File: config.mk
export PLATFORM = sky130hd
export DESIGN_NAME = alu_share_arb_flat
export DESIGN_NICKNAME = d
export VERILOG_FILES = /design/src/rtl/alu_share_arb_if.sv /design/src/rtl/alu_share_arb.sv /design/src/flat_wrapper.sv
export SDC_FILE = /design/constraint.sdc
export NUM_CORES = 1
export LEC_CHECK = 0
export CORE_AREA = 2 2 131 133
export CTS_CLUSTER_SIZE = 40
export DETAILED_ROUTE_END_ITERATION = 10
export DIE_AREA = 0 0 133 135
export GPL_ROUTABILITY_DRIVEN = 0
export MAX_ROUTING_LAYER = met4
export PLACE_DENSITY = 0.7
export SKIP_LAST_GASP = 1
export SLEW_MARGIN = 20
export SYNTH_ARGS = -nofsm -noshare
export SYNTH_HDL_FRONTEND = slang
export SYNTH_SLANG_ARGS = --single-unit
export TNS_END_PERCENT = 5
File: constraint.sdc
create_clock -name clk -period 1.8 [get_ports clk]
set_input_delay 0.36 -clock clk [delete_from_list [all_inputs] [get_ports clk]]
set_output_delay 0.36 -clock clk [all_outputs]
set_load 0.02 [all_outputs]
File: src/rtl/alu_share_arb_if.sv
// rtl/alu_share_arb_if.sv - request/response/ALU bus between issue logic, arbiter and shared ALU
interface alu_share_arb_if #(
    parameter int XLEN = 32
);
    logic            rq0_valid;
    logic            rq0_ready;
    logic            rq0_op;
    logic            rq0_op_imm;
    logic [2:0]      rq0_funct3;
    logic [6:0]      rq0_funct7;
    logic [XLEN-1:0] rq0_a;
    logic [XLEN-1:0] rq0_b;
    logic            rs0_valid;
    logic            rs0_ready;
    logic [XLEN-1:0] rs0_data;

    logic            rq1_valid;
    logic            rq1_ready;
    logic            rq1_op;
    logic            rq1_op_imm;
    logic [2:0]      rq1_funct3;
    logic [6:0]      rq1_funct7;
    logic [XLEN-1:0] rq1_a;
    logic [XLEN-1:0] rq1_b;
    logic            rs1_valid;
    logic            rs1_ready;
    logic [XLEN-1:0] rs1_data;

    logic            alu_op;
    logic            alu_op_imm;
    logic [2:0]      alu_funct3;
    logic [6:0]      alu_funct7;
    logic [XLEN-1:0] alu_a;
    logic [XLEN-1:0] alu_b;
    logic [XLEN-1:0] alu_t;

    // arbiter side
    modport slave (
        input  rq0_valid, rq0_op, rq0_op_imm, rq0_funct3, rq0_funct7, rq0_a, rq0_b, rs0_ready,
        input  rq1_valid, rq1_op, rq1_op_imm, rq1_funct3, rq1_funct7, rq1_a, rq1_b, rs1_ready,
        input  alu_t,
        output rq0_ready, rs0_valid, rs0_data,
        output rq1_ready, rs1_valid, rs1_data,
        output alu_op, alu_op_imm, alu_funct3, alu_funct7, alu_a, alu_b
    );

    // issue logic plus ALU side
    modport master (
        output rq0_valid, rq0_op, rq0_op_imm, rq0_funct3, rq0_funct7, rq0_a, rq0_b, rs0_ready,
        output rq1_valid, rq1_op, rq1_op_imm, rq1_funct3, rq1_funct7, rq1_a, rq1_b, rs1_ready,
        output alu_t,
        input  rq0_ready, rs0_valid, rs0_data,
        input  rq1_ready, rs1_valid, rs1_data,
        input  alu_op, alu_op_imm, alu_funct3, alu_funct7, alu_a, alu_b
    );
endinterface

File: src/rtl/alu_share_arb.sv
// rtl/alu_share_arb.sv - shares one combinational ALU between two requesters; optional counters via ALU_SHARE_ARB_STATS_EN
module alu_share_arb #(
    parameter int XLEN       = 32,
    parameter bit FIXED_PRIO = 1'b0
) (
    input  logic            clk,
    input  logic            rst,
    alu_share_arb_if.slave  bus
`ifdef ALU_SHARE_ARB_STATS_EN
    ,
    output logic [31:0]     stat_grant0,
    output logic [31:0]     stat_grant1,
    output logic [31:0]     stat_conflict
`endif
);

    logic            rs0_valid_q, rs0_valid_d;
    logic            rs1_valid_q, rs1_valid_d;
    logic [XLEN-1:0] rs0_data_q,  rs0_data_d;
    logic [XLEN-1:0] rs1_data_q,  rs1_data_d;
    // last_q names the requester granted most recently; 1 after reset so requester 0 wins first
    logic            last_q,      last_d;

    logic            elig0, elig1;
    logic            grant0, grant1;

    // eligibility and grant: a requester competes only when its response slot can take a result
    always_comb begin
        elig0  = bus.rq0_valid && (!rs0_valid_q || bus.rs0_ready);
        elig1  = bus.rq1_valid && (!rs1_valid_q || bus.rs1_ready);
        grant0 = 1'b0;
        grant1 = 1'b0;
        if (elig0 && elig1) begin
            if (FIXED_PRIO || last_q) begin
                grant0 = 1'b1;
            end else begin
                grant1 = 1'b1;
            end
        end else begin
            grant0 = elig0;
            grant1 = elig1;
        end
    end

    // steer the granted request onto the ALU; idle bus is all zeros
    always_comb begin
        bus.alu_op     = 1'b0;
        bus.alu_op_imm = 1'b0;
        bus.alu_funct3 = 3'd0;
        bus.alu_funct7 = 7'd0;
        bus.alu_a      = '0;
        bus.alu_b      = '0;
        if (grant0) begin
            bus.alu_op     = bus.rq0_op;
            bus.alu_op_imm = bus.rq0_op_imm;
            bus.alu_funct3 = bus.rq0_funct3;
            bus.alu_funct7 = bus.rq0_funct7;
            bus.alu_a      = bus.rq0_a;
            bus.alu_b      = bus.rq0_b;
        end else if (grant1) begin
            bus.alu_op     = bus.rq1_op;
            bus.alu_op_imm = bus.rq1_op_imm;
            bus.alu_funct3 = bus.rq1_funct3;
            bus.alu_funct7 = bus.rq1_funct7;
            bus.alu_a      = bus.rq1_a;
            bus.alu_b      = bus.rq1_b;
        end
    end

    // response slots: capture on grant (refill wins over drain), otherwise drain on consume
    always_comb begin
        rs0_valid_d = rs0_valid_q;
        rs0_data_d  = rs0_data_q;
        rs1_valid_d = rs1_valid_q;
        rs1_data_d  = rs1_data_q;
        last_d      = last_q;
        if (grant0) begin
            rs0_valid_d = 1'b1;
            rs0_data_d  = bus.alu_t;
            last_d      = 1'b0;
        end else if (rs0_valid_q && bus.rs0_ready) begin
            rs0_valid_d = 1'b0;
        end
        if (grant1) begin
            rs1_valid_d = 1'b1;
            rs1_data_d  = bus.alu_t;
            last_d      = 1'b1;
        end else if (rs1_valid_q && bus.rs1_ready) begin
            rs1_valid_d = 1'b0;
        end
    end

    // state registers; reset also discards a request accepted in the same cycle
    always_ff @(posedge clk) begin
        if (rst) begin
            rs0_valid_q <= 1'b0;
            rs0_data_q  <= '0;
            rs1_valid_q <= 1'b0;
            rs1_data_q  <= '0;
            last_q      <= 1'b1;
        end else begin
            rs0_valid_q <= rs0_valid_d;
            rs0_data_q  <= rs0_data_d;
            rs1_valid_q <= rs1_valid_d;
            rs1_data_q  <= rs1_data_d;
            last_q      <= last_d;
        end
    end

    assign bus.rq0_ready = grant0;
    assign bus.rq1_ready = grant1;
    assign bus.rs0_valid = rs0_valid_q;
    assign bus.rs0_data  = rs0_data_q;
    assign bus.rs1_valid = rs1_valid_q;
    assign bus.rs1_data  = rs1_data_q;

`ifdef ALU_SHARE_ARB_STATS_EN
    logic [31:0] stat_grant0_q;
    logic [31:0] stat_grant1_q;
    logic [31:0] stat_conflict_q;

    // event counters; conflict means both asked and one was served, wrapping naturally
    always_ff @(posedge clk) begin
        if (rst) begin
            stat_grant0_q   <= 32'd0;
            stat_grant1_q   <= 32'd0;
            stat_conflict_q <= 32'd0;
        end else begin
            if (grant0) begin
                stat_grant0_q <= stat_grant0_q + 32'd1;
            end
            if (grant1) begin
                stat_grant1_q <= stat_grant1_q + 32'd1;
            end
            if (bus.rq0_valid && bus.rq1_valid && (grant0 || grant1)) begin
                stat_conflict_q <= stat_conflict_q + 32'd1;
            end
        end
    end

    assign stat_grant0   = stat_grant0_q;
    assign stat_grant1   = stat_grant1_q;
    assign stat_conflict = stat_conflict_q;
`endif

endmodule

File: src/flat_wrapper.sv
// flat-port wrapper written by rule: the top's interface ports become plain ports
module alu_share_arb_flat 
#(
    parameter int XLEN       = 32,
    parameter bit FIXED_PRIO = 1'b0
)
  (clk, rst, bus_rq0_valid, bus_rq0_op, bus_rq0_op_imm, bus_rq0_funct3, bus_rq0_funct7, bus_rq0_a, bus_rq0_b, bus_rs0_ready, bus_rq1_valid, bus_rq1_op, bus_rq1_op_imm, bus_rq1_funct3, bus_rq1_funct7, bus_rq1_a, bus_rq1_b, bus_rs1_ready, bus_alu_t, bus_rq0_ready, bus_rs0_valid, bus_rs0_data, bus_rq1_ready, bus_rs1_valid, bus_rs1_data, bus_alu_op, bus_alu_op_imm, bus_alu_funct3, bus_alu_funct7, bus_alu_a, bus_alu_b);
  alu_share_arb_if #(.XLEN(XLEN)) bus_i ();
  input  logic clk;
  input  logic rst;
  input wire logic [$bits(bus_i.rq0_valid)-1:0] bus_rq0_valid;
  input wire logic [$bits(bus_i.rq0_op)-1:0] bus_rq0_op;
  input wire logic [$bits(bus_i.rq0_op_imm)-1:0] bus_rq0_op_imm;
  input wire logic [$bits(bus_i.rq0_funct3)-1:0] bus_rq0_funct3;
  input wire logic [$bits(bus_i.rq0_funct7)-1:0] bus_rq0_funct7;
  input wire logic [$bits(bus_i.rq0_a)-1:0] bus_rq0_a;
  input wire logic [$bits(bus_i.rq0_b)-1:0] bus_rq0_b;
  input wire logic [$bits(bus_i.rs0_ready)-1:0] bus_rs0_ready;
  input wire logic [$bits(bus_i.rq1_valid)-1:0] bus_rq1_valid;
  input wire logic [$bits(bus_i.rq1_op)-1:0] bus_rq1_op;
  input wire logic [$bits(bus_i.rq1_op_imm)-1:0] bus_rq1_op_imm;
  input wire logic [$bits(bus_i.rq1_funct3)-1:0] bus_rq1_funct3;
  input wire logic [$bits(bus_i.rq1_funct7)-1:0] bus_rq1_funct7;
  input wire logic [$bits(bus_i.rq1_a)-1:0] bus_rq1_a;
  input wire logic [$bits(bus_i.rq1_b)-1:0] bus_rq1_b;
  input wire logic [$bits(bus_i.rs1_ready)-1:0] bus_rs1_ready;
  input wire logic [$bits(bus_i.alu_t)-1:0] bus_alu_t;
  output wire logic [$bits(bus_i.rq0_ready)-1:0] bus_rq0_ready;
  output wire logic [$bits(bus_i.rs0_valid)-1:0] bus_rs0_valid;
  output wire logic [$bits(bus_i.rs0_data)-1:0] bus_rs0_data;
  output wire logic [$bits(bus_i.rq1_ready)-1:0] bus_rq1_ready;
  output wire logic [$bits(bus_i.rs1_valid)-1:0] bus_rs1_valid;
  output wire logic [$bits(bus_i.rs1_data)-1:0] bus_rs1_data;
  output wire logic [$bits(bus_i.alu_op)-1:0] bus_alu_op;
  output wire logic [$bits(bus_i.alu_op_imm)-1:0] bus_alu_op_imm;
  output wire logic [$bits(bus_i.alu_funct3)-1:0] bus_alu_funct3;
  output wire logic [$bits(bus_i.alu_funct7)-1:0] bus_alu_funct7;
  output wire logic [$bits(bus_i.alu_a)-1:0] bus_alu_a;
  output wire logic [$bits(bus_i.alu_b)-1:0] bus_alu_b;
  assign bus_i.rq0_valid = bus_rq0_valid;
  assign bus_i.rq0_op = bus_rq0_op;
  assign bus_i.rq0_op_imm = bus_rq0_op_imm;
  assign bus_i.rq0_funct3 = bus_rq0_funct3;
  assign bus_i.rq0_funct7 = bus_rq0_funct7;
  assign bus_i.rq0_a = bus_rq0_a;
  assign bus_i.rq0_b = bus_rq0_b;
  assign bus_i.rs0_ready = bus_rs0_ready;
  assign bus_i.rq1_valid = bus_rq1_valid;
  assign bus_i.rq1_op = bus_rq1_op;
  assign bus_i.rq1_op_imm = bus_rq1_op_imm;
  assign bus_i.rq1_funct3 = bus_rq1_funct3;
  assign bus_i.rq1_funct7 = bus_rq1_funct7;
  assign bus_i.rq1_a = bus_rq1_a;
  assign bus_i.rq1_b = bus_rq1_b;
  assign bus_i.rs1_ready = bus_rs1_ready;
  assign bus_i.alu_t = bus_alu_t;
  assign bus_rq0_ready = bus_i.rq0_ready;
  assign bus_rs0_valid = bus_i.rs0_valid;
  assign bus_rs0_data = bus_i.rs0_data;
  assign bus_rq1_ready = bus_i.rq1_ready;
  assign bus_rs1_valid = bus_i.rs1_valid;
  assign bus_rs1_data = bus_i.rs1_data;
  assign bus_alu_op = bus_i.alu_op;
  assign bus_alu_op_imm = bus_i.alu_op_imm;
  assign bus_alu_funct3 = bus_i.alu_funct3;
  assign bus_alu_funct7 = bus_i.alu_funct7;
  assign bus_alu_a = bus_i.alu_a;
  assign bus_alu_b = bus_i.alu_b;
  alu_share_arb #(.XLEN(XLEN), .FIXED_PRIO(FIXED_PRIO)) u_core (.clk(clk), .rst(rst), .bus(bus_i));
endmodule
Word level (Yosys, flattened, before mapping)

Index checks and enable logic that the tools add are counted.

Flip-flop bits (word level): 67
Bits in writable memories: 0
Memories: 0
Bits in read-only memories: 0
Word-level logic and storage cells: 37
Latch bits: 0
Output and inout port bits: 144
Bits of input ports: 190

$mul: 0
$add $sub $neg: 0
Div/mod/pow operators: 0
Bitwise operators: 0
Multiplexer cells: 20
Eq/ne operators: 0
Magnitude comparators: 0
Reductions and logical operators: 12
Shifts and indexed selects: 0

Operator list:

| operator           | count |
|---|---|
| two-way mux 32 bit | 4 |
| two-way mux 7 bit  | 2 |
| two-way mux 1 bit  | 12 |
| two-way mux 3 bit  | 2 |
| logical AND 1 bit  | 5 |
| nonzero test 2 bit | 2 |
| zero test 1 bit    | 2 |
| logical OR 1 bit   | 2 |
| OR reduction 2 bit | 1 |

Logic depth before layout (Yosys ltp)

Depth after elaboration: 7
Depth in mapped cells: 6

Least setup slack after synthesis

Ideal clock, no wire load.

Path kind: reg2out
Start: register u_core.rs1_valid_q (netlist: u_core.bus.rs1_valid)
End: output port bus_alu_b[30]
Cell stages (with the launch flop): 7
Data arrival time: 1.510 ns
Setup slack: -0.070 ns
Required time: 1.440 ns
Path buffers: 2
Cell sequence: dfxtp_1 -> nor2b_2 -> o211ai_4 -> inv_2 -> buf_6 -> buf_6 -> a22o_1

Longest elaborated chain between the ends: 7

RTL lines:

| item                   | line                 | RTL |
|---|---|---|
| start, declared        | alu_share_arb.sv:18  | `logic rs1_valid_q, rs1_valid_d;` |
| start signal, assigned | alu_share_arb.sv:104 | `rs1_valid_q <= rs1_valid_d;` |
| zero test 1 bit (*)    | alu_share_arb.sv:30  | `elig1 = bus.rq1_valid && (!rs1_valid_q \|\| bus.rs1_ready);` |
| logical OR 1 bit (*)   | alu_share_arb.sv:30  |  |
| logical AND 1 bit (*)  | alu_share_arb.sv:30  |  |
| logical AND 1 bit      | alu_share_arb.sv:33  | `if (elig0 && elig1) begin` |
| two-way mux 1 bit      | alu_share_arb.sv:33  |  |
| two-way mux 32 bit     | alu_share_arb.sv:60  | `end else if (grant1) begin` |
| two-way mux 32 bit (*) | alu_share_arb.sv:53  | `if (grant0) begin` |
| end, declared          | flat_wrapper.sv:39   | `output wire logic [$bits(bus_i.alu_b)-1:0] bus_alu_b;` |

Every way passes the cells marked *; elsewhere a longest branch is shown, timed or not.

Worst setup path after layout

Start: register u_core.last_q
End: output port bus_alu_b[31]

Longest elaborated chain between the ends: 4

RTL lines:

| item                   | line                 | RTL |
|---|---|---|
| start, declared        | alu_share_arb.sv:22  | `logic last_q, last_d;` |
| start signal, assigned | alu_share_arb.sv:106 | `last_q <= last_d;` |
| two-way mux 1 bit      | alu_share_arb.sv:34  | `if (FIXED_PRIO \|\| last_q) begin` |
| two-way mux 1 bit      | alu_share_arb.sv:33  |  |
| two-way mux 32 bit     | alu_share_arb.sv:60  |  |
| two-way mux 32 bit (*) | alu_share_arb.sv:53  |  |

Marked as above.

==> summary.md <==
| Metric | Value |
|---|---|
| Root Driver | `sky130_fd_sc_hd__clkbuf_16` |
| Worst R2R Setup Slack | `-0.10 ns` |
| Worst hold slack across all endpoints | `roughly 0.47 ns` |
| Via density per instance | `approximately 4.5` |
| Synthesized instance count | `roughly 350` |
| Via count | `about 4200` |
| Global-route congestion overflow total | `0` |
| Multi-input logic area | `around 2100 um^2` |
| Fraction of layout instances using a drive strength above 1 | `approximately 18%` |
| Critical Path End | `bus_alu_b[31]` |
| I/O pin total | `around 330` |
| Post-Layout Cell Count | `between 900 and 1000` |
| Violations in the final reports | `setup timing` |
| Drt wl/cell | `19.2 um` |
| Number of sinks handled by clock tree synthesis | `67` |
| Port buffer count | `~330` |
| Path type of the worst setup path | `flop to output port` |
| Number of antenna violations at the first check in global routing | `0` |
| Antenna Nets Post-Route | `0` |
| Crit-path max FO | `8` |
| Data arrival, critical path | `~1.9 ns` |
| Total area of sequential cells | `roughly 1300 um^2` |
| Sort of element at the end of the critical path | `output port` |
| Top post-synthesis cells by count | `98 x sky130_fd_sc_hd__nand2b_1, 76 x sky130_fd_sc_hd__a22o_1, 67 x sky130_fd_sc_hd__dfxtp_1, 64 x sky130_fd_sc_hd__mux2i_1, 23 x sky130_fd_sc_hd__clkbuf_1` |
| Wire length of the first global-routing pass | `about 26 mm` |
| Placeable Area | `about 16000 um^2` |
| TritonRoute pass-1 iters | `4` |
| Startpoint type of the worst setup path | `flop` |
| Count of endpoints failing setup in the final report | `between 100 and 150` |
| Most used DFF post-synth | `sky130_fd_sc_hd__dfxtp_1` |
| Cell taking the most area after synthesis | `sky130_fd_sc_hd__dfxtp_1` |
| H-tree depth | `3` |
| Placed Cells incl. Taps | `900` |
| Max-slew headroom at the worst pin | `63.6%` |
| Mean area per synthesized cell | `10.1 um^2` |
| Max Fclk | `between 400 and 500 MHz` |
| Minimum clock period after layout | `2.29 ns` |
| Number of global-route vias before repair | `approximately 4400` |
| Power density over the cells | `around 740 nW/um^2` |
| Clock latency on the worst-skew pair | `between 0.3 and 0.4 ns` |
| Overall fraction of global-route tracks in use | `19.8%` |
| Path category of the worst min-delay check | `flop to flop` |
| Actual slew at the worst max-slew pin | `0.546 ns` |
| Ant. Diodes | `0` |
| Hold bufs inserted after CTS | `0` |
| Pleak | `roughly 3.2 nW` |
| Final worst path period share | `127%` |
| Die extent in x | `133 um` |
| Detailed router's first-iteration violation count | `between 150 and 200` |
| Capture instance of the worst register-to-register path | `u_core.bus.rs0_data[5]` |
| Clock-pin transition on the worst setup and hold timing paths | `approximately 0.050 ns` |
| Final Power | `about 0.0056 W` |
| Final setup TNS | `-34.07 ns` |
| Final Skew | `around 0.0044 ns` |
| Count of cell types in the netlist | `19` |
| DIE AREA | `between 15000 and 20000 um^2` |
| Number of max-slew violations in the final report | `0` |
| Bufs on Longest Clock Path | `2` |
| Area added between synthesis and finish | `112%` |
| Synth Cell Area | `3550 um^2` |
| Die height | `between 100 and 150 um` |
| Clock buffers created by TritonCTS | `9` |
| Worst path required time | `about 1.4 ns` |
| Final WS setup | `-0.489 ns` |
| Setup crit start | `u_core.last_q` |
| Final std cell area, no fill | `between 7000 and 8000 um^2` |
| Number of hold violations in the final report | `0` |
| Pin count of the biggest net entering global routing | `100` |
| Standard cell area after detailed placement | `about 7200 um^2` |
| Max-cap violations | `0` |
| Nets@finish | `~900` |
| Setup repair after global routing missed its margin | `yes` |
| Register area share after synthesis | `a little under two fifths` |
| Starting density of the core | `about 22%` |
| Rows | `between 40 and 50` |
| Post-synthesis sequential element count | `67` |
| Ys async rst share | `0%` |
| Count of flip-flops with a built-in enable after synthesis | `0` |
| CTS tree | `built` |
| Filler cell count in the final layout | `~1500` |
| Biggest area contributors in the synthesized netlist | `sky130_fd_sc_hd__dfxtp_1 38%, sky130_fd_sc_hd__a22o_1 19%, sky130_fd_sc_hd__mux2i_1 18%` |
| Leading cell type by number of instances after synthesis | `sky130_fd_sc_hd__nand2b_1` |
| Post-DP HPWL | `roughly 14 mm` |
| Number of remaining DRC errors | `0` |
| Run status | `finished, violations left` |
| Worst IR drop on VDD | `0.000455 V` |
| Detailed-route wire length | `around 18 mm` |
| Synth warnings | `0` |
| Startpoint of the lowest-slack register-to-register path | `u_core.bus.rs1_valid` |
| Worst-case reg-to-reg path depth | `7` |
| Number of nets produced by synthesis | `roughly 540` |
| Area share of the largest cell type after synthesis | `a little under two fifths` |
-- per-stage QoR --
step	utilization [%]	setup slack (ns)
after global routing	46.0	-0.535
after floorplan	-	-0.0499
after global placement	43.9	-0.882
after detailed placement	43.9	-0.944
after CTS	46.1	-0.437
final	46.0	-0.489
-- kinds of logic (layout without fill, tap and decap cells) --
kind of cell | count (synthesis) | count (layout) | synth area share, %
simple gates | 104 | 104 | 18.4
compound gates | 83 | 83 | 20.3
flops | 67 | 67 | 37.7
mux | 64 | 64 | 18.0
buf+inv | 35 | 391 | 5.53
-- where the power goes --
part           switching [W]  internal [W]
registers          0.0000631       0.00159
logic               0.000950       0.00111
clock network       0.000622       0.00124
total                0.00164       0.00394
-- layer usage --
metal	GRT usage, %	vias up	routed length (um)
met2	34.0	207	8950
met1	21.8	1985	6780
li1	-	1964	-
met3	5.89	34	1610
met5	-	-	0
met4	7.17	0	514
-- registers in the layout, summed over array words and instances (netlist names) --
signal	count
u_core.bus.rs0_data	32
u_core.bus.rs1_data	32
u_core.bus.rs1_valid	1
u_core.bus.rs0_valid	1
u_core.last_q	1
-- worst min-delay path by stage --
stage                                  startpoint                       to  slack (ns)  depth (start not counted)
after CTS                           u_core.last_q            u_core.last_q        0.48                          1
after global routing      u_core.bus.rs0_data[31]  u_core.bus.rs0_data[31]        0.49                          2
after global placement     u_core.bus.rs1_data[1]   u_core.bus.rs1_data[1]        0.46                          2
final                      u_core.bus.rs0_data[2]   u_core.bus.rs0_data[2]        0.47                          2
after floorplan                     u_core.last_q            u_core.last_q        0.46                          1
after detailed placement  u_core.bus.rs1_data[17]  u_core.bus.rs1_data[17]        0.47                          2
-- cell usage in the layout, fill, tap and decap left out --
cell type / synthesis / final
sky130_fd_sc_hd__clkbuf_16: 0 / 9
sky130_fd_sc_hd__o211ai_4: 1 / 1
sky130_fd_sc_hd__buf_12: 0 / 4
sky130_fd_sc_hd__nor2b_1: 1 / 1
sky130_fd_sc_hd__a22o_1: 76 / 72
sky130_fd_sc_hd__nand2b_1: 98 / 97
sky130_fd_sc_hd__dlygate4sd2_1: 0 / 12
sky130_fd_sc_hd__clkbuf_1: 23 / 3
sky130_fd_sc_hd__nand2b_4: 1 / 2
sky130_fd_sc_hd__buf_4: 1 / 33
sky130_fd_sc_hd__buf_2: 1 / 42
sky130_fd_sc_hd__nor2_1: 1 / 1
sky130_fd_sc_hd__mux2i_1: 64 / 64
sky130_fd_sc_hd__a22o_4: 0 / 4
sky130_fd_sc_hd__a21oi_1: 2 / 2
sky130_fd_sc_hd__clkdlybuf4s15_2: 0 / 7
sky130_fd_sc_hd__o21ai_0: 2 / 2
sky130_fd_sc_hd__clkbuf_8: 0 / 1
sky130_fd_sc_hd__o211ai_1: 1 / 1
sky130_fd_sc_hd__a211o_1: 1 / 1
sky130_fd_sc_hd__nor2b_4: 0 / 1
sky130_fd_sc_hd__clkdlybuf4s50_1: 0 / 250
sky130_fd_sc_hd__dfxtp_1: 67 / 64
sky130_fd_sc_hd__inv_2: 2 / 1
sky130_fd_sc_hd__buf_8: 0 / 1
sky130_fd_sc_hd__buf_6: 8 / 18
sky130_fd_sc_hd__clkdlybuf4s15_1: 0 / 6
sky130_fd_sc_hd__dfxtp_2: 0 / 3
sky130_fd_sc_hd__bufinv_16: 0 / 2
sky130_fd_sc_hd__inv_4: 0 / 1
sky130_fd_sc_hd__bufbuf_16: 0 / 1
sky130_fd_sc_hd__nand2_1: 2 / 2
-- what timing repair did --
action	4_1_cts	5_1_grt
cloned	2	0
resized for setup	253	17
endpoints found under the setup margin	104	106
pin swaps	9	5
hold endpoints to repair	0	0
buffers inserted	11	1
-- worst max-delay path, cell delays in order (launching register included) --
cell and delay, ns:
sky130_fd_sc_hd__dfxtp_2 0.32, sky130_fd_sc_hd__nand2b_4 0.15, sky130_fd_sc_hd__o211ai_4 0.24, sky130_fd_sc_hd__inv_4 0.10
sky130_fd_sc_hd__buf_6 0.14, sky130_fd_sc_hd__buf_8 0.12, sky130_fd_sc_hd__buf_6 0.12, sky130_fd_sc_hd__a22o_4 0.26
sky130_fd_sc_hd__buf_6 0.14
-- layout make-up --
cell class,count,area share [%]
Timing Repair Buffer,374,46.9
Multi-Input combinational cell,251,27.4
Sequential cell,67,17.8
Tap cell,220,3.65
Clock buffer,13,3.32
Clock inverter,2,0.797
Inverter,2,0.133
Power figures use the tool's default switching activity.
